<file path="config.mk">
export PLATFORM = sky130hd
export DESIGN_NAME = symbol_slicer_flat
export DESIGN_NICKNAME = d
export VERILOG_FILES = /design/src/rtl/demod_pkg.sv /design/src/rtl/symbol_slicer_if.sv /design/src/rtl/acq_stats.sv /design/src/rtl/symbol_slicer.sv /design/src/flat_wrapper.sv
export SDC_FILE = /design/constraint.sdc
export NUM_CORES = 1
export LEC_CHECK = 0
export CAP_MARGIN = 20
export CORE_MARGIN = 5
export CORE_UTILIZATION = 61
export CTS_CLUSTER_SIZE = 28
export DETAILED_ROUTE_END_ITERATION = 12
export MAX_ROUTING_LAYER = met4
export PLACE_DENSITY = 0.82
export SYNTH_ARGS = -nofsm -noshare
export SYNTH_HDL_FRONTEND = slang
export SYNTH_SLANG_ARGS = --single-unit
</file>
<file path="constraint.sdc">
create_clock -name clk_fast -period 4.1 [get_ports clk_fast]
set_input_delay 0.82 -clock clk_fast [delete_from_list [all_inputs] [get_ports clk_fast]]
set_output_delay 0.82 -clock clk_fast [all_outputs]
set_load 0.05 [all_outputs]
</file>
<file path="src/rtl/demod_pkg.sv">
// demod_pkg: constants, ceil-log2 helper and FSM state shared across the demodulator datapath
package demod_pkg;
    localparam int CORR_W = 24;
    localparam int SPS = 32;
    function automatic int clog2(input int v);
        int r;
        r = 0;
        while ((1 << r) < v) r++;
        return r;
    endfunction
    typedef enum logic [1:0] {ACQ, EVAL, TRACK} demod_state_t;
endpackage

</file>
<file path="src/rtl/symbol_slicer_if.sv">
// symbol_slicer_if: correlation stream in, sliced bits and lock status out
interface symbol_slicer_if #(
    parameter int W = demod_pkg::CORR_W,
    parameter int PW = demod_pkg::clog2(demod_pkg::SPS)
);
    import demod_pkg::*;
    logic [W-1:0] corr;
    logic corr_valid;
    logic bit_out;
    logic bit_valid;
    logic locked;
    logic [PW-1:0] lock_phase;
    logic [W-1:0] threshold;
    modport master (output corr, corr_valid, input bit_out, bit_valid, locked, lock_phase, threshold);
    modport slave (input corr, corr_valid, output bit_out, bit_valid, locked, lock_phase, threshold);
endinterface

</file>
<file path="src/rtl/acq_stats.sv">
// acq_stats: max/min/peak-phase tracker over one acquisition window
module acq_stats #(
    parameter int W = demod_pkg::CORR_W,
    parameter int PW = demod_pkg::clog2(demod_pkg::SPS),
    parameter int WIN = 4 * demod_pkg::SPS
)(
    input  logic          clk_fast,
    input  logic          rst,
    input  logic          clr,
    input  logic          en,
    input  logic [W-1:0]  corr,
    input  logic [PW-1:0] ph,
    output logic [W-1:0]  max_v,
    output logic [W-1:0]  min_v,
    output logic [PW-1:0] pmax,
    output logic          done
);
    import demod_pkg::*;
    localparam int WC_W = clog2(WIN);
    logic [WC_W-1:0] wc;
    assign done = en && wc == WC_W'(WIN - 1);
    // strict compares keep the first occurrence on ties
    always_ff @(posedge clk_fast or negedge rst) begin
        if (!rst) begin
            max_v <= '0;
            min_v <= '1;
            pmax <= '0;
            wc <= '0;
        end else if (clr) begin
            max_v <= '0;
            min_v <= '1;
            wc <= '0;
        end else if (en) begin
            if (corr > max_v) begin
                max_v <= corr;
                pmax <= ph;
            end
            if (corr < min_v) min_v <= corr;
            wc <= wc + 1'b1;
        end
    end
endmodule

</file>
<file path="src/rtl/symbol_slicer.sv">
// symbol_slicer: acquires symbol phase and threshold from window statistics, then slices one bit per symbol
module symbol_slicer #(
    parameter int CORR_W = demod_pkg::CORR_W,
    parameter int SPS = demod_pkg::SPS,
    parameter int ACQ_SYMBOLS = 4,
    parameter logic [CORR_W-1:0] MIN_SWING = 'h001000,
    parameter logic [CORR_W-1:0] MIN_MARGIN = 'h000400,
    parameter int LOSS_COUNT = 3
)(
    input logic clk_fast,
    input logic rst,
    symbol_slicer_if.slave bus
);
    import demod_pkg::*;
    localparam int PW = clog2(SPS);
    localparam int MW = clog2(LOSS_COUNT + 1);
    demod_state_t state, state_nxt;
    logic [PW-1:0] ph, pmax;
    logic [MW-1:0] miss, miss_nxt;
    logic [CORR_W-1:0] max_v, min_v, thr, margin;
    logic [CORR_W:0] sum;
    logic done, swing_ok, hit, bit_now, loss;

    // statistics are held cleared outside ACQ so every entry starts a fresh window
    acq_stats #(.W(CORR_W), .PW(PW), .WIN(ACQ_SYMBOLS * SPS)) u_stats (
        .clk_fast(clk_fast),
        .rst(rst),
        .clr(state != ACQ),
        .en(state == ACQ && bus.corr_valid),
        .corr(bus.corr),
        .ph(ph),
        .max_v(max_v),
        .min_v(min_v),
        .pmax(pmax),
        .done(done)
    );

    always_comb begin
        sum = {1'b0, max_v} + {1'b0, min_v};
        thr = CORR_W'(sum >> 1);
        swing_ok = max_v - min_v >= MIN_SWING;
        hit = state == TRACK && bus.corr_valid && ph == bus.lock_phase;
        bit_now = bus.corr >= bus.threshold;
        margin = bit_now ? bus.corr - bus.threshold : bus.threshold - bus.corr;
        miss_nxt = state != TRACK ? '0 : hit ? (margin < MIN_MARGIN ? miss + 1'b1 : '0) : miss;
        loss = hit && miss_nxt == MW'(LOSS_COUNT);
        state_nxt = state == ACQ ? (done ? EVAL : ACQ) :
                    state == EVAL ? (swing_ok ? TRACK : ACQ) :
                    (loss ? ACQ : TRACK);
    end

    always_ff @(posedge clk_fast or negedge rst) begin
        if (!rst) begin
            state <= ACQ;
            ph <= '0;
            miss <= '0;
            bus.bit_out <= 1'b0;
            bus.bit_valid <= 1'b0;
            bus.locked <= 1'b0;
            bus.lock_phase <= '0;
            bus.threshold <= '0;
        end else begin
            state <= state_nxt;
            miss <= miss_nxt;
            if (bus.corr_valid) ph <= ph + 1'b1;
            bus.bit_valid <= hit;
            if (hit) bus.bit_out <= bit_now;
            bus.locked <= state_nxt == TRACK;
            if (state == EVAL && swing_ok) begin
                bus.lock_phase <= pmax;
                bus.threshold <= thr;
            end
        end
    end
endmodule

</file>
<file path="src/flat_wrapper.sv">
// flat-port wrapper written by rule: the top's interface ports become plain ports
module symbol_slicer_flat import demod_pkg::*;
#(
    parameter int CORR_W = demod_pkg::CORR_W,
    parameter int SPS = demod_pkg::SPS,
    parameter int ACQ_SYMBOLS = 4,
    parameter logic [CORR_W-1:0] MIN_SWING = 'h001000,
    parameter logic [CORR_W-1:0] MIN_MARGIN = 'h000400,
    parameter int LOSS_COUNT = 3
)
  (clk_fast, rst, bus_corr, bus_corr_valid, bus_bit_out, bus_bit_valid, bus_locked, bus_lock_phase, bus_threshold);
  symbol_slicer_if bus_i ();
  input logic clk_fast;
  input logic rst;
  input wire logic [$bits(bus_i.corr)-1:0] bus_corr;
  input wire logic [$bits(bus_i.corr_valid)-1:0] bus_corr_valid;
  output wire logic [$bits(bus_i.bit_out)-1:0] bus_bit_out;
  output wire logic [$bits(bus_i.bit_valid)-1:0] bus_bit_valid;
  output wire logic [$bits(bus_i.locked)-1:0] bus_locked;
  output wire logic [$bits(bus_i.lock_phase)-1:0] bus_lock_phase;
  output wire logic [$bits(bus_i.threshold)-1:0] bus_threshold;
  assign bus_i.corr = bus_corr;
  assign bus_i.corr_valid = bus_corr_valid;
  assign bus_bit_out = bus_i.bit_out;
  assign bus_bit_valid = bus_i.bit_valid;
  assign bus_locked = bus_i.locked;
  assign bus_lock_phase = bus_i.lock_phase;
  assign bus_threshold = bus_i.threshold;
  symbol_slicer #(.CORR_W(CORR_W), .SPS(SPS), .ACQ_SYMBOLS(ACQ_SYMBOLS), .MIN_SWING(MIN_SWING), .MIN_MARGIN(MIN_MARGIN), .LOSS_COUNT(LOSS_COUNT)) u_core (.clk_fast(clk_fast), .rst(rst), .bus(bus_i));
endmodule
</file>
==> flow_summary.ini <==
[outcome]
status = complete, no violations

[detailed_routing]
drt_pass1_iterations = 5
drcViolationCount = 0
postRouteAntennaNets = 0
vias = 8416
wl_um = 26700
wl_per_cell_um = 19.2
first_iter_violations = 692
vias_per_cell = 6.06

[finish]
stdcell_count = 1389
diodes = 0
drive_above_1_share = 0.161
nNetsFinal = 1368
syn_to_final_growth_pct = 20.2

[die]
ios = 59
dieArea_um2 = 17800
fp-row-count = 45
die_h_um = 134
die_w_um = 134
core_area_um2 = 15100
initial_utilization = 0.617

[sta]
tightest_slew_ns = 0.837
maxSlewViolCount = 0
finalClockSkew_ns = 0.0113
max_slew_margin = 0.442
post-route-period-util = 0.954
finalSetupViolCount = 0
final.min_clock_period_ns = 3.91
max_freq_mhz = 256
layout_setup_ws_ns = 0.189
hold_violations = 0

[logic_synthesis]
syn-num-nets = 1228
synth_area_leader_cell = dfrtp_1
synth_common_cells = ha_1 (143), inv_1 (119), nor2_1 (94)
yosysMostFrequentCell = ha_1
ys.flop_type = dfrtp_1
synth_async_sr_flop_share = 1.00
synth.avg_cell_area_um2 = 8.81
netlist-cell-type-count = 82
synthCells = 1056
yosys_warnings = 0
ys_seq_elements = 101
yosysSeqAreaShare = 0.275
synth_edf_count = 0
synth_area_leaders = dfrtp_1 (21%), ha_1 (19%), dfstp_2 (6.8%)
synthesis.area_um2 = 9310
synth_top_area_frac = 0.207

[placed_design]
place_ws_ns = -0.237
hpwl_um = 20800
gp_congestion = 0.968
placedCellCount = 1372
io_buffers = 58

[setup_path]
end_kind = register
worst-endpoint-arrival_ns = 4.19
path_max_fanout = 6
crit_start = bus_corr[12]
cp.required_ns = 4.38
startpoint_type = input port
worstSetupPathType = input port to register
r2r_start = u_core.u_stats.min_v[7]$_DFFE_PN1P_

[clock_network]
clock_path_buffers = 2
cts-root-buf = clkbuf_16
cts_tree = done
numCtsBuffers = 9
clk_pin_slew_ns = 0.08
cts.htree.levels = 3
clkSinkCount = 101
clock_latency_ns = 0.36
postCtsHoldBufs = 0

[global_route]
grt_max_degree = 80
antenna_found_initial = 0
grt_pass1_wl_um = 43400
grt_pass1_vias = 8413
gr-total-overflow = 0
track_usage = 0.313

[flow_run]
maxCapViolCount = 0

[worst_hold_path]
hp-class = input port to async pin

[power_and_ir_drop]
power_mw = 7.51
ir_drop_mv = 0.361
pwr_density_cell_nw_per_um2 = 671
leakage_nw = 5.44
[kinds of logic (layout without fill, tap and decap cells)]
logic type,after synthesis,count (layout),share of synthesized area
AO/OA/AOI/OAI,263,263,0.198
XOR/XNOR,49,49,0.0461
adder cells (fa/ha/maj),145,145,0.197
buffers and inverters,160,305,0.0684
flip-flops,101,101,0.275
multiplexers,68,68,0.0753
AND/OR/NAND/NOR,270,270,0.141
[registers in the layout, summed over array words and instances, names as in the netlist]
name,flops
u_core.state,2
u_core.u_stats.min_v,24
u_core.bus.locked,1
u_core.miss,2
u_core.bus.bit_valid,1
u_core.u_stats.pmax,5
u_core.u_stats.max_v,24
u_core.u_stats.wc,7
u_core.bus.lock_phase,5
u_core.bus.bit_out,1
u_core.bus.threshold,24
u_core.ph,5
[layout make-up]
class,instances,area (µm²)
inverters,120,450
multi-input cells,795,6160
well taps,188,235
clock buffers,9,225
repair buffers,169,1470
fillers,1092,3900
clock inverters,7,80.1
flip-flops and latches,101,2560
[layer usage]
layer / track usage / up-vias / share of wire
met5: - / - / 0
met1: 0.423 / 4015 / 0.45
met2: 0.487 / 335 / 0.46
met4: 0.101 / 0 / 0.027
li1: - / 4011 / -
met3: 0.0468 / 55 / 0.065
[worst max-delay path: stages]
cell	delay, ns
clkdlybuf4s50_1	0.47
ha_1	0.41
nand4_1	0.20
nor4_1	0.29
o21ai_1	0.11
a21oi_2	0.20
or2_1	0.20
buf_4	0.18
mux2i_1	0.23
xor2_1	0.18
nand4_1	0.13
nor4_2	0.20
nand4_1	0.21
buf_4	0.19
o22ai_1	0.17
[power by group]
part | switching [mW] | internal (mW)
Combinational | 2.74 | 2.11
Clock | 0.431 | 0.483
Sequential | 0.341 | 1.41
Total | 3.51 | 4.00
[timing repair]
action                     4_1_cts  5_1_grt
setup buffers                    0        0
setup endpoints to repair        0       30
gates resized for setup          0        9
[worst paths after layout]
| kind | depth (start not counted) | end | slack [ns] |
|---|---|---|---|
| max in group asynchronous | 2 | u_core.u_stats.min_v[18]$_DFFE_PN1P_ | 2.87 |
| hold / removal | 1 | u_core.u_stats.max_v[4]$_DFFE_PN0P_ | 0.43 |
| min in group clk_fast | 1 | u_core.bus.lock_phase[4]$_DFFE_PN0P_ | 0.49 |
| hold reg to reg | 1 | u_core.bus.lock_phase[4]$_DFFE_PN0P_ | 0.49 |
| setup / recovery | 15 | u_core.miss[0]$_DFF_PN0_ | 0.19 |
| setup reg to reg | 16 | u_core.bus.threshold[20]$_DFFE_PN0P_ | 0.21 |
[placed cells by master, fill, tap and decap left out, types with 10 or more instances in the layout]
cell type | Yosys | final
mux2i_1 | 52 | 52
a21o_1 | 32 | 32
nand3_1 | 10 | 10
inv_1 | 119 | 119
o21ai_1 | 10 | 11
buf_4 | 2 | 107
nand2b_1 | 12 | 12
xor2_1 | 15 | 15
nor2_1 | 94 | 93
xnor2_1 | 34 | 34
o21a_1 | 11 | 11
o21ai_0 | 34 | 33
o211ai_1 | 26 | 26
dfstp_2 | 24 | 24
dfrtp_1 | 77 | 77
ha_1 | 143 | 142
nand4_1 | 20 | 20
nor3_1 | 19 | 19
nand2_1 | 59 | 59
clkdlybuf4s50_1 | 0 | 57
nor2b_1 | 15 | 15
a31oi_1 | 11 | 10
o21bai_1 | 11 | 11
a21oi_1 | 58 | 58
[through the flow]
| step | hold WS (ns) | setup TNS, ns | util | instance area [µm²] |
|---|---|---|---|---|
| CTS | 0.491 | 0 | 0.737 | 11100 |
| floorplan | 0.459 | 0 | - | 9310 |
| finish | 0.433 | 0 | 0.741 | 11200 |
| global placement | 0.466 | -0.934 | 0.717 | 10800 |
| detailed placement | 0.474 | -0.840 | 0.717 | 10800 |
| global route | 0.477 | -0.135 | 0.741 | 11200 |
No activity file was read; power rests on OpenSTA's default activity.
